File: src/rtl/bcsa_pkg.sv
// Shared definitions for the variable-latency block carry-speculative adder:
// per-transaction mode encoding and the control FSM state type.
package bcsa_pkg;

  // Mode is captured with the operands; any value >= MODE_EXACT means exact.
  localparam logic [1:0] MODE_APPROX  = 2'd0;
  localparam logic [1:0] MODE_CORRECT = 2'd1;
  localparam logic [1:0] MODE_EXACT   = 2'd2;

  typedef enum logic [1:0] {
    IDLE = 2'd0,
    EVAL = 2'd1,
    OUT  = 2'd2
  } bcsa_state_e;

endpackage

File: src/rtl/bcsa_spec_core.sv
// Combinational carry-speculative adder core.
// Each inter-block carry is guessed from the top bit of the lower block and a
// BLK-bit window below the boundary; each block then ripples its own carries
// from that guess. The core also flags, per block, whether its slice of the
// fast result disagrees with a reference exact sum supplied by the caller.
module bcsa_spec_core #(
  parameter int WIDTH = 32,
  parameter int BLK   = 4
) (
  input  logic [WIDTH-1:0]     a,
  input  logic [WIDTH-1:0]     b,
  input  logic [WIDTH:0]       exact,
  output logic [WIDTH:0]       sum,
  output logic [WIDTH/BLK-1:0] blk_miss
);

  localparam int NB = WIDTH / BLK;

  logic [WIDTH-1:0] p;
  logic [WIDTH-1:0] g;
  logic [NB-1:0]    cblk;

  assign p = a ^ b;
  assign g = a & b;

  // Block 0 always starts from a zero carry.
  assign cblk[0] = 1'b0;

  // Speculated carry into each block k >= 1.
  for (genvar k = 1; k < NB; k++) begin : g_spec
    localparam int J = k * BLK;
    logic [BLK:0] cw;
    logic         sel;

    // Window carry-in: generate bit just below the window, none for block 1.
    if (k >= 2) begin : g_wcin
      assign cw[0] = g[J-BLK-1];
    end else begin : g_wcin0
      assign cw[0] = 1'b0;
    end

    for (genvar i = 0; i < BLK; i++) begin : g_win
      assign cw[i+1] = g[J-BLK+i] | (p[J-BLK+i] & cw[i]);
    end

    // When the boundary is decided locally, trust g[J-1]; else use the window.
    assign sel     = g[J-1] | (~a[J] & ~b[J]);
    assign cblk[k] = sel ? g[J-1] : cw[BLK];
  end

  // Per-block sums rippled from the speculated block carry-in.
  for (genvar k = 0; k < NB; k++) begin : g_blk
    localparam int L = k * BLK;
    logic [BLK-1:0] c;

    assign c[0] = cblk[k];
    for (genvar i = 1; i < BLK; i++) begin : g_rc
      assign c[i] = g[L+i-1] | (p[L+i-1] & c[i-1]);
    end
    for (genvar i = 0; i < BLK; i++) begin : g_s
      assign sum[L+i] = p[L+i] ^ c[i];
    end

    // The top block also owns the carry-out and compares it.
    if (k == NB - 1) begin : g_top
      assign sum[WIDTH]  = g[WIDTH-1] | (p[WIDTH-1] & c[BLK-1]);
      assign blk_miss[k] = |(sum[WIDTH:L] ^ exact[WIDTH:L]);
    end else begin : g_mid
      assign blk_miss[k] = |(sum[L+BLK-1:L] ^ exact[L+BLK-1:L]);
    end
  end

endmodule

File: src/rtl/bcsa_vl_adder.sv
// Registered variable-latency carry-speculative adder stage.
// Handshake: a transfer happens on a port in any cycle where valid and ready
// are both 1 at the rising edge; a producer holding valid=1 keeps its data
// stable until the transfer, and out_sum/out_err stay stable while
// out_valid=1 and out_ready=0.
// Fast results (APPROX, or CORRECT with no speculation error) are offered one
// cycle after acceptance; EXACT and corrected results take two cycles, the
// exact adder being a two-cycle path from the held operand registers.
module bcsa_vl_adder
  import bcsa_pkg::*;
#(
  parameter int WIDTH = 32,
  parameter int BLK   = 4,
  parameter int CNT_W = 16
) (
  input  logic             clk,
  input  logic             rst_n,
  input  logic             in_valid,
  output logic             in_ready,
  input  logic [WIDTH-1:0] in_a,
  input  logic [WIDTH-1:0] in_b,
  input  logic [1:0]       in_mode,
  output logic             out_valid,
  input  logic             out_ready,
  output logic [WIDTH:0]   out_sum,
  output logic             out_err,
  output logic [CNT_W-1:0] err_cnt,
  input  logic             cnt_clr,
  output bcsa_state_e      dbg_state
);

  localparam int NB = WIDTH / BLK;

  bcsa_state_e      state, state_nx;
  logic [WIDTH-1:0] a_q, b_q;
  logic [1:0]       mode_q;
  logic [WIDTH:0]   approx_sum;
  logic [WIDTH:0]   exact_sum;
  logic [NB-1:0]    blk_miss;
  logic             spec_err;
  logic             is_approx, is_correct, fast;
  logic             ready_c, load, out_hs, cnt_inc;

  assign exact_sum = {1'b0, a_q} + {1'b0, b_q};

  bcsa_spec_core #(
    .WIDTH (WIDTH),
    .BLK   (BLK)
  ) u_core (
    .a        (a_q),
    .b        (b_q),
    .exact    (exact_sum),
    .sum      (approx_sum),
    .blk_miss (blk_miss)
  );

  assign spec_err   = |blk_miss;
  assign is_approx  = (mode_q == MODE_APPROX);
  assign is_correct = (mode_q == MODE_CORRECT);
  assign fast       = (mode_q < MODE_EXACT) && !(is_correct && spec_err);
  assign in_ready   = ready_c & rst_n;
  assign out_hs     = out_valid & out_ready;
  assign cnt_inc    = out_hs & (mode_q < MODE_EXACT) & spec_err;
  assign dbg_state  = state;

  // Next state, handshake signals and result selection.
  always_comb begin
    state_nx  = state;
    ready_c   = 1'b0;
    load      = 1'b0;
    out_valid = 1'b0;
    out_sum   = approx_sum;
    out_err   = 1'b0;
    case (state)
      IDLE: begin
        ready_c = 1'b1;
        if (in_valid) begin
          load     = 1'b1;
          state_nx = EVAL;
        end
      end
      EVAL: begin
        if (fast) begin
          out_valid = 1'b1;
          out_err   = is_approx & spec_err;
          ready_c   = out_ready;
          if (out_ready) begin
            load     = in_valid;
            state_nx = in_valid ? EVAL : IDLE;
          end
        end else begin
          state_nx = OUT;
        end
      end
      OUT: begin
        out_valid = 1'b1;
        out_sum   = exact_sum;
        out_err   = is_correct;
        ready_c   = out_ready;
        if (out_ready) begin
          load     = in_valid;
          state_nx = in_valid ? EVAL : IDLE;
        end
      end
      default: state_nx = IDLE;
    endcase
  end

  // State and operand registers; operands only change on acceptance.
  always_ff @(posedge clk) begin
    if (!rst_n) begin
      state  <= IDLE;
      a_q    <= '0;
      b_q    <= '0;
      mode_q <= MODE_APPROX;
    end else begin
      state <= state_nx;
      if (load) begin
        a_q    <= in_a;
        b_q    <= in_b;
        mode_q <= in_mode;
      end
    end
  end

  // Saturating speculation-error counter; clear wins over increment.
  always_ff @(posedge clk) begin
    if (!rst_n) begin
      err_cnt <= '0;
    end else if (cnt_clr) begin
      err_cnt <= '0;
    end else if (cnt_inc && (err_cnt != '1)) begin
      err_cnt <= err_cnt + 1'b1;
    end
  end

endmodule

File: config.mk
export PLATFORM = sky130hd
export DESIGN_NAME = bcsa_vl_adder
export DESIGN_NICKNAME = d
export VERILOG_FILES = /design/src/rtl/bcsa_pkg.sv /design/src/rtl/bcsa_spec_core.sv /design/src/rtl/bcsa_vl_adder.sv
export SDC_FILE = /design/constraint.sdc
export NUM_CORES = 1
export LEC_CHECK = 0
export CORE_MARGIN = 2
export CORE_UTILIZATION = 45
export CTS_CLUSTER_DIAMETER = 50
export DETAILED_ROUTE_END_ITERATION = 12
export GPL_ROUTABILITY_DRIVEN = 0
export HOLD_SLACK_MARGIN = 0.1
export PLACE_DENSITY = 0.7
export SLEW_MARGIN = 25
export SYNTH_ARGS = -nofsm -noshare
export SYNTH_HDL_FRONTEND = slang
export SYNTH_SLANG_ARGS = --single-unit
File: constraint.sdc
create_clock -name clk -period 5 [get_ports clk]
set_input_delay 0.5 -clock clk [delete_from_list [all_inputs] [get_ports clk]]
set_output_delay 0.5 -clock clk [all_outputs]
set_load 0.005 [all_outputs]
==> results of run 1 <==
timing repair:
action,CTS,global route
hold endpoints to repair,0,0
setup endpoints to repair,87,87
setup buffers,3,9
cloned,7,9
pin swaps,20,48
resized for setup,45,114
worst min-delay path, stage by stage, from the launching register on:
cell and delay, ps:
dfxtp_1 320, nand3_2 50, o21ai_1 50
layer usage:
layer / vias to the layer above / GRT usage / wire (um)
met2: 367 / 0.4230 / 12240
met3: 62 / 0.05441 / 2031
met4: 0 / 0.09574 / 737
met1: 3997 / 0.3630 / 11380
met5: - / 0 / 0
li1: 4034 / - / -
registers in the layout, summed over array words and instances, names as in the netlist:
register   cells
a_q           32
b_q           32
err_cnt       16
dbg_state      2
mode_q         2
per-stage QoR:
stage          hold WS [ps]  instances
2_1_floorplan         440.4       1008
3_3_place_gp          449.6       1430
3_5_place_dp          455.6       1430
4_1_cts               464.8       1456
5_1_grt               481.4       1469
6_report              462.8       1469
Yosys cell counts, drive strengths merged (19+ instances only):
cell type and instances:
fa 25, nor2 46, ha 44, clkbuf 36
nand3 89, a21oi 75, nand2 129, buf 31
xor2 21, o21ai 109, nor3 19, xnor2 29
dfxtp 84, inv 78
power breakdown:
part	switching, uW	internal (uW)	leakage [uW]
logic	631	636	0.00356
registers	35.7	716	0.000689
clock network	296	456	0.000160
total	962	1810	0.00441
layout by cell type (no fill, tap or decap), types with 4 or more instances in the layout:
cell	count
a21boi_0	4
o21ai_1	52
nand2_1	129
nand3_2	60
nand3_1	26
buf_4	144
nor2b_1	5
mux2i_1	9
and2_1	4
o31ai_1	8
fa_2	10
o21ai_0	34
or2_4	4
buf_8	4
xnor2_1	29
nor3b_1	7
nor4_1	5
fa_1	15
dfxtp_1	82
or2_2	4
a21o_1	13
a21oi_1	75
o21a_1	5
o21bai_1	4
o21ai_2	23
or3_1	5
nor2_1	45
nand2b_1	4
and3_1	9
clkbuf_16	16
a31oi_1	13
xor2_1	20
buf_12	7
ha_1	43
inv_1	76
or4_4	5
clkdlybuf4s50_1	120
nand4_1	17
nor3_1	17
path summary, 6_finish.rpt:
path,start,endpoint,depth (start not counted)
setup / recovery,b_q[0],out_valid,21
hold / removal,b_q[27],b_q[27],2
setup reg to reg,b_q[0],b_q[23],25
hold reg to reg,b_q[27],b_q[27],2
area by class of cell:
cell class | instances | area, um2
Fill cell | 1295 | 5365
Inverter | 78 | 292.8
Tap cell | 220 | 275.3
Sequential cell | 84 | 1687
Multi-Input combinational cell | 782 | 5817
Timing Repair Buffer | 289 | 2755
Clock buffer | 10 | 239.0
Clock inverter | 6 | 93.84
cell families (layout without fill, tap and decap cells):
logic type / Yosys count / count (layout) / synth area share
flip-flops: 84 / 84 / 0.2224
buffers and inverters: 145 / 383 / 0.08572
AO/OA/AOI/OAI: 274 / 274 / 0.2246
XOR/XNOR: 54 / 54 / 0.07016
adder cells (fa/ha/maj): 69 / 69 / 0.1390
multiplexers: 12 / 12 / 0.01638
AND/OR/NAND/NOR: 370 / 373 / 0.2418
==> impl_metrics.env, run 1 <==
export IMPL_status="finished, violations left"
export IMPL_violations="negative setup slack"
export IMPL_vdd_drop_max_mv=0.1554
export IMPL_min_path_type="register to register"
export IMPL_num_vias=8460
export IMPL_ant_nets=0
export IMPL_synth_edff_count=0
export IMPL_yosysWarnings=0
export IMPL_cts_buffers=9
export IMPL_hold_viol_final=0
export IMPL_cts_hold_buf=0
export IMPL_core_mm2=0.01652
export IMPL_power_density_mw_per_mm2=248.3
export IMPL_clock_latency_ps=360
export IMPL_synth_top_area_cell="dfxtp_1"
export IMPL_syn_nets=1148
export IMPL_grt_pass1_wl_um=38360
export IMPL_slowest_stage="fa_2"
export IMPL_chipHeight_um=133.6
export IMPL_via_per_inst=5.759
export IMPL_track_usage=0.2676
export IMPL_io_pins=125
export IMPL_postLayoutCoreUtil=0.6753
export IMPL_seq_area_frac_synth=0.2224
export IMPL_clkTransAtPathRegs_ps=60
export IMPL_ys_seq_elements=84
export IMPL_drv_cap=0
export IMPL_dp_hpwl_um=18030
export IMPL_cp_top_family="adder cells"
export IMPL_placed_cell_area_mm2=0.009862
export IMPL_drt_iter0_markers=790
export IMPL_rsz0062_at_grt="true"
export IMPL_skew_ps=12.77
export IMPL_cts_path_max_buffers=2
export IMPL_wl_per_cell_um=17.96
export IMPL_ys_types=78
export IMPL_crit_type="register to output pin"
export IMPL_h_tree_depth=3
export IMPL_grt_max_degree=88
export IMPL_fin_area_mm2=0.01116
export IMPL_finalCritPeriodShare=1.116
export IMPL_max_slew_margin=0.2192
export IMPL_syn_area_per_cell_um2=7.501
export IMPL_insertedDiodeCount=0
export IMPL_start_util=0.4576
export IMPL_setup_violations=87
export IMPL_timing_fmax_mhz=179.3
export IMPL_numPortBuffers=124
export IMPL_crit_path_end_kind="output pin"
export IMPL_path_max_fanout=3
export IMPL_routed_wl_um=26380
export IMPL_drt_pass1_iter_count=6
export IMPL_grt_pass1_vias=7670
export IMPL_tns_ps=-27950
export IMPL_power_uw=2771
export IMPL_async_flop_share=0
export IMPL_crit_required_ps=4500
export IMPL_cts_tree="done"
export IMPL_crit_top_cell="fa_2"
export IMPL_synth_area_leaders="dfxtp_1 (22%), ha_1 (7.3%), fa_1 (6.6%)"
export IMPL_cp_cell_sequence="ha_4 -> inv_2 -> fa_2 -> fa_2 -> fa_2 -> o21bai_4 -> fa_2 -> inv_2 -> fa_2 -> fa_2 -> a211oi_2 -> nor4bb_1 -> nand4_1 -> nor4b_2 -> nand4_1 -> nor4_2 -> and4_4 -> buf_6 -> o21ai_2 -> a21boi_1 -> buf_2"
export IMPL_syn_instance_count=1008
export IMPL_area_growth_pct=47.59
export IMPL_overflow=0
export IMPL_synth_top_cell_area_share=0.2224
export IMPL_worstMarginPinSlew_ps=1171
export IMPL_nNetsFinal=1384
export IMPL_grt_antenna_before_repair=0
export IMPL_dp_slack_ps=-982.1
export IMPL_setup_ws_ps=-578.2
export IMPL_drc=0
export IMPL_cp_num_buf_inv=4
export IMPL_syn_area_mm2=0.007561
export IMPL_num_rows=47
export IMPL_die_area_mm2=0.01786
export IMPL_setup_worst_path_start_class="register"
export IMPL_slew_viol_final=0
export IMPL_cts_root_buffer="clkbuf_16"
export IMPL_period_needed_ps=5578
export IMPL_cp_slowest_stage_delay_ps=380
export IMPL_drive_gt1_frac=0.2618
export IMPL_die_w_um=133.6
export IMPL_r2r_setup_slack_ps=-390
export IMPL_arrival_ps=5080
export IMPL_ys_flop_type="dfxtp_1"
export IMPL_p_leak_uw=0.004413
export IMPL_clock_sinks=84
(Power assumes the default switching activity.)
==> inputs of run 2 (changes only) <==
Settings changed: PLACE_DENSITY 0.7 to unset, PLACE_DENSITY_LB_ADDON set to 0.15.
Clock period 5 ns to 7.2 ns, I/O delays scaled along.
==> impl_metrics.env, run 2 (synthesis gave the netlist of run 1 again) <==
export IMPL_crit_start="b_q[0]"
export IMPL_start_util=0.4576
export IMPL_cts_root_buffer="clkbuf_16"
export IMPL_skew_ps=7.183
export IMPL_hold_start="b_q[27]"
export IMPL_final_common_cell="nand2_1"
export IMPL_use_met1=0.3488
export IMPL_wl_per_cell_um=16.21
export IMPL_drt_pass1_iter_count=5
export IMPL_tns_ps=0
export IMPL_clkTransAtPathRegs_ps=60
export IMPL_chipHeight_um=133.6
export IMPL_arrival_ps=6020
export IMPL_cp_top_family="adder cells"
export IMPL_path_depth=20
export IMPL_cts_buffers=9
export IMPL_max_slew_margin=0.3881
export IMPL_status="complete, no violations"
export IMPL_holdPathEnd="b_q[27]"
export IMPL_nNetsFinal=1222
export IMPL_pwr_share_comb=0.404
export IMPL_finalCritPeriodShare=0.9365
export IMPL_path_max_fanout=8
export IMPL_cp_slowest_stage_delay_ps=520
export IMPL_slowest_stage="clkdlybuf4s50_1"
export IMPL_crit_required_ps=6480
export IMPL_gr_max_usage_layer="met2"
export IMPL_clock_sinks=84
export IMPL_die_area_mm2=0.01786
export IMPL_power_density_mw_per_mm2=175.8
export IMPL_via_per_inst=5.626
export IMPL_ant_nets=0
export IMPL_setup_worst_path_start_class="register"
export IMPL_reg2reg_depth=21
export IMPL_crit_type="register to output pin"
export IMPL_regArea_mm2=0.001682
export IMPL_cts_path_max_buffers=2
export IMPL_r2r_setup_slack_ps=1300
export IMPL_dp_hpwl_um=16610
export IMPL_min_path_type="register to register"
export IMPL_switching_share=0.3480
export IMPL_cts_tree="done"
export IMPL_grt_use_met2=0.3505
export IMPL_p_seq_frac=0.330
export IMPL_rsz0062_at_grt="false"
export IMPL_vdd_drop_max_mv=0.1159
export IMPL_grt_pass1_vias=6611
export IMPL_crit_path_end_kind="output pin"
export IMPL_drt_iter0_markers=566
export IMPL_r2r_end="a_q[6]"
export IMPL_drc=0
export IMPL_routed_wl_um=21170
export IMPL_core_mm2=0.01652
export IMPL_holdPathStages=2
export IMPL_h_tree_depth=3
export IMPL_num_vias=7348
export IMPL_worstMarginPinSlew_ps=913.5
export IMPL_nFillCells=1623
export IMPL_grt_pass1_wl_um=34010
export IMPL_top_regs="a_q x32, b_q x32, err_cnt x16"
export IMPL_met3_usage=0.05251
export IMPL_num_rows=47
export IMPL_multi_input_area_mm2=0.005235
export IMPL_area_growth_pct=19.69
export IMPL_p_leak_uw=0.003374
export IMPL_postLayoutCoreUtil=0.5477
export IMPL_timing_fmax_mhz=148.3
export IMPL_io_pins=125
export IMPL_insertedDiodeCount=0
export IMPL_p_switching_uw=553.7
export IMPL_clkPwrFrac=0.266
export IMPL_crit_top_cell="fa_1"
export IMPL_cts_setup_buffers=0
export IMPL_p_int_uw=1037
export IMPL_drv_cap=0
export IMPL_numPortBuffers=124
export IMPL_track_usage=0.2380
export IMPL_hold_viol_final=0
export IMPL_drive_gt1_frac=0.04420
export IMPL_overflow=0
export IMPL_clock_latency_ps=350
export IMPL_setup_violations=0
export IMPL_cp_num_buf_inv=3
export IMPL_cp_cell_sequence="ha_1 -> inv_1 -> fa_1 -> fa_1 -> fa_1 -> o21bai_1 -> fa_1 -> inv_1 -> fa_1 -> fa_1 -> a211oi_1 -> nor4bb_1 -> nand4_1 -> nor4b_1 -> nand4_1 -> nor4_1 -> and4_2 -> o21ai_0 -> a21boi_0 -> clkdlybuf4s50_1"
export IMPL_final_cell_mix="nand2_1 (129), clkdlybuf4s50_1 (123), nand3_1 (89)"
export IMPL_grt_max_degree=101
export IMPL_r2r_start="b_q[0]"
export IMPL_grt_antenna_before_repair=0
export IMPL_die_w_um=133.6
export IMPL_power_uw=1591
export IMPL_period_needed_ps=6743
export IMPL_slew_viol_final=0
==> run 2: cell types whose count changed in the layout (fill, tap and decap cells not counted), sizes merged <==
cell           previous run  this run
buf                     161         7
inv                      80        78
clkbuf                   17        11
clkdlybuf4s50           120       123
bufinv                    2         0
bufbuf                    1         0
or2                       8         5
clkinv                    1         3
==> run 2: routing by layer <==
layer | vias up | wire length [um]
met2 | 269 | 8940
met4 | 0 | 421
li1 | 3715 | -
met5 | - | 0
met1 | 3329 | 10120
met3 | 35 | 1681
==> run 2: per-stage QoR <==
step | cells | hold slack [ps] | instance area (um2) | worst slack [ps]
CTS | 1306 | 464.7 | 9046 | 272.6
global placement | 1291 | 449.7 | 8777 | 835.8
finish | 1306 | 459.1 | 9050 | 457.1
global route | 1306 | 488.0 | 9050 | 42.34
detailed placement | 1291 | 456.0 | 8777 | 706.8
floorplan | 1008 | 440.4 | 7561 | 1759
==> run 2: tightest hold or removal path: cells and delay by family (launching register included) <==
family	cells	cell delay, ps
compound gates	1	50
flops	1	310
simple gates	1	60
==> run 2: worst max path at each step <==
stage | end | slack, ps
floorplan | out_valid | 1760
global placement | out_valid | 840
detailed placement | out_valid | 710
CTS | out_valid | 270
global route | out_valid | 40
finish | out_valid | 460
==> run 2: power by group through the flow <==
stage	Clock, uW	Sequential (uW)	Combinational (uW)
3_3_place_gp	0	534	634
6_report	423	525	643
2_1_floorplan	0	527	423
3_5_place_dp	0	536	634
5_1_grt	455	530	703
4_1_cts	437	525	638
==> run 2: final cells by class <==
type,instances,share of cell area
multi-input combinational,779,0.5785
sequential,84,0.1858
timing repair buffer,130,0.1432
inverter,78,0.03235
tap,220,0.03042
clock buffer,11,0.02682
clock inverter,4,0.002903
==> run 2: timing repair <==
item                                    CTS  global route
resized for setup                         0             1
hold buffers                              0             0
endpoints found under the setup margin    0             1
==> inputs of run 3 (changes only) <==
Settings changed: CTS_CLUSTER_SIZE set to 24, GPL_TIMING_DRIVEN set to 0, HOLD_SLACK_MARGIN 0.1 to 0.15.
==> impl_metrics.env, run 3 (synthesis gave the netlist of run 1 again) <==
export IMPL_cts_tree="done"
export IMPL_clock_latency_ps=340
export IMPL_power_uw=1660
export IMPL_clock_sinks=84
export IMPL_final_cell_mix="nand2_1 (129), clkdlybuf4s50_1 (123), nand3_1 (89)"
export IMPL_finalCritPeriodShare=0.9583
export IMPL_vdd_drop_max_mv=0.1383
export IMPL_die_area_mm2=0.01786
export IMPL_track_usage=0.2706
export IMPL_p_leak_uw=0.003525
export IMPL_setup_violations=0
export IMPL_cts_root_buffer="clkbuf_16"
export IMPL_grt_antenna_before_repair=0
export IMPL_cts_hold_buf=0
export IMPL_area_growth_pct=24.09
export IMPL_start_util=0.4576
export IMPL_crit_top_cell="fa_1"
export IMPL_status="complete, no violations"
export IMPL_path_max_fanout=8
export IMPL_grt_pass1_vias=7367
export IMPL_num_vias=7831
export IMPL_h_tree_depth=3
export IMPL_slew_viol_final=0
export IMPL_rsz0062_at_grt="false"
export IMPL_setup_worst_path_start_class="register"
export IMPL_nNetsFinal=1279
export IMPL_clkTransAtPathRegs_ps=60
export IMPL_cp_slowest_stage_delay_ps=520
export IMPL_crit_path_end_kind="output pin"
export IMPL_cp_cell_sequence="ha_1 -> inv_1 -> fa_1 -> fa_1 -> fa_1 -> o21bai_1 -> fa_1 -> inv_1 -> fa_1 -> fa_1 -> a211oi_1 -> nor4bb_2 -> nand4_1 -> nor4b_2 -> nand4_1 -> nor4_1 -> and4_2 -> buf_6 -> o21ai_0 -> a21boi_1 -> clkdlybuf4s50_1"
export IMPL_max_slew_margin=0.3739
export IMPL_grt_pass1_wl_um=38300
export IMPL_drt_pass1_iter_count=5
export IMPL_power_density_mw_per_mm2=176.9
export IMPL_worstMarginPinSlew_ps=939.1
export IMPL_final_common_cell="nand2_1"
export IMPL_num_rows=47
export IMPL_top_regs="a_q x32, b_q x32, err_cnt x16"
export IMPL_via_per_inst=5.741
export IMPL_chipHeight_um=133.6
export IMPL_crit_type="register to output pin"
export IMPL_routed_wl_um=24070
export IMPL_die_w_um=133.6
export IMPL_drive_gt1_frac=0.06206
export IMPL_crit_required_ps=6480
export IMPL_io_pins=125
export IMPL_drt_iter0_markers=626
export IMPL_grt_max_degree=17
export IMPL_cts_buffers=9
export IMPL_cts_path_max_buffers=2
export IMPL_overflow=0
export IMPL_timing_fmax_mhz=144.9
export IMPL_arrival_ps=6180
export IMPL_slowest_stage="clkdlybuf4s50_1"
export IMPL_hold_viol_final=0
export IMPL_skew_ps=7.932
export IMPL_period_needed_ps=6899
export IMPL_dp_hpwl_um=19340
export IMPL_ant_nets=0
export IMPL_core_mm2=0.01652
export IMPL_numPortBuffers=123
export IMPL_tns_ps=0
export IMPL_drv_cap=0
export IMPL_min_path_type="register to register"
export IMPL_drc=0
export IMPL_insertedDiodeCount=0
export IMPL_wl_per_cell_um=17.65
export IMPL_hold_ws_ps=461.1
==> run 3: cell types whose count changed in the layout (fill, tap and decap cells not counted), sizes merged <==
| cell | before | now |
|---|---|---|
| inv | 78 | 81 |
| clkbuf | 11 | 42 |
| buf | 7 | 31 |
==> run 3: path summary, 6_finish.rpt <==
kind | startpoint | to | slack (ps) | cells after the start
max | a_q[0] | out_valid | 300 | 21
min | b_q[19] | b_q[19] | 460 | 2
max reg2reg | a_q[0] | dbg_state[0] | 1390 | 21
min reg2reg | b_q[19] | b_q[19] | 460 | 2
==> run 3: final cells by class <==
type	instances	area, um2
clock buffer	9	225.2
tap	220	275.3
multi-input combinational	779	5274
buffer	64	344.1
fill	1562	7142
timing repair buffer	123	1231
inverter	78	292.8
sequential	84	1682
clock inverter	7	58.81
==> run 3: through the flow <==
stage | std cells | utilization | instance area, um2 | setup WS, ps
after global routing | 1364 | 0.5678 | 9383 | 11.75
after detailed placement | 1351 | 0.5487 | 9067 | 219.5
after floorplan | 1008 | - | 7561 | 1759
after CTS | 1366 | 0.5661 | 9354 | 70.89
after global placement | 1351 | 0.5487 | 9067 | 172.7
final | 1364 | 0.5678 | 9383 | 300.6
==> run 3: metal layers <==
layer,wire length [um],up-vias,GRT usage
met2,10720,297,0.4321
li1,-,3820,-
met4,588,0,0.08215
met3,1543,41,0.03729
met1,11230,3673,0.3806
met5,0,-,0
==> run 3: where the power goes <==
part | switching [uW] | total, uW | internal, uW
clock | 205 | 444 | 239
sequential | 30.1 | 527 | 497
combinational | 372 | 688 | 316
total | 607 | 1660 | 1050
==> run 3: timing repair <==
| item | CTS | global route |
|---|---|---|
| setup buffers | 0 | 0 |
| gates resized for setup | 2 | 10 |
| setup endpoints to repair | 3 | 3 |
==> run 3: worst max-delay path, delay by kind of cell (launching register included) <==
kind                       cells  cell delay (ps)
AOI/OAI and AO/OA              4              780
DFF                            1              330
buffers and inverters          4              790
adders and majority gates      7             2460
and+or+nand+nor                6             1480
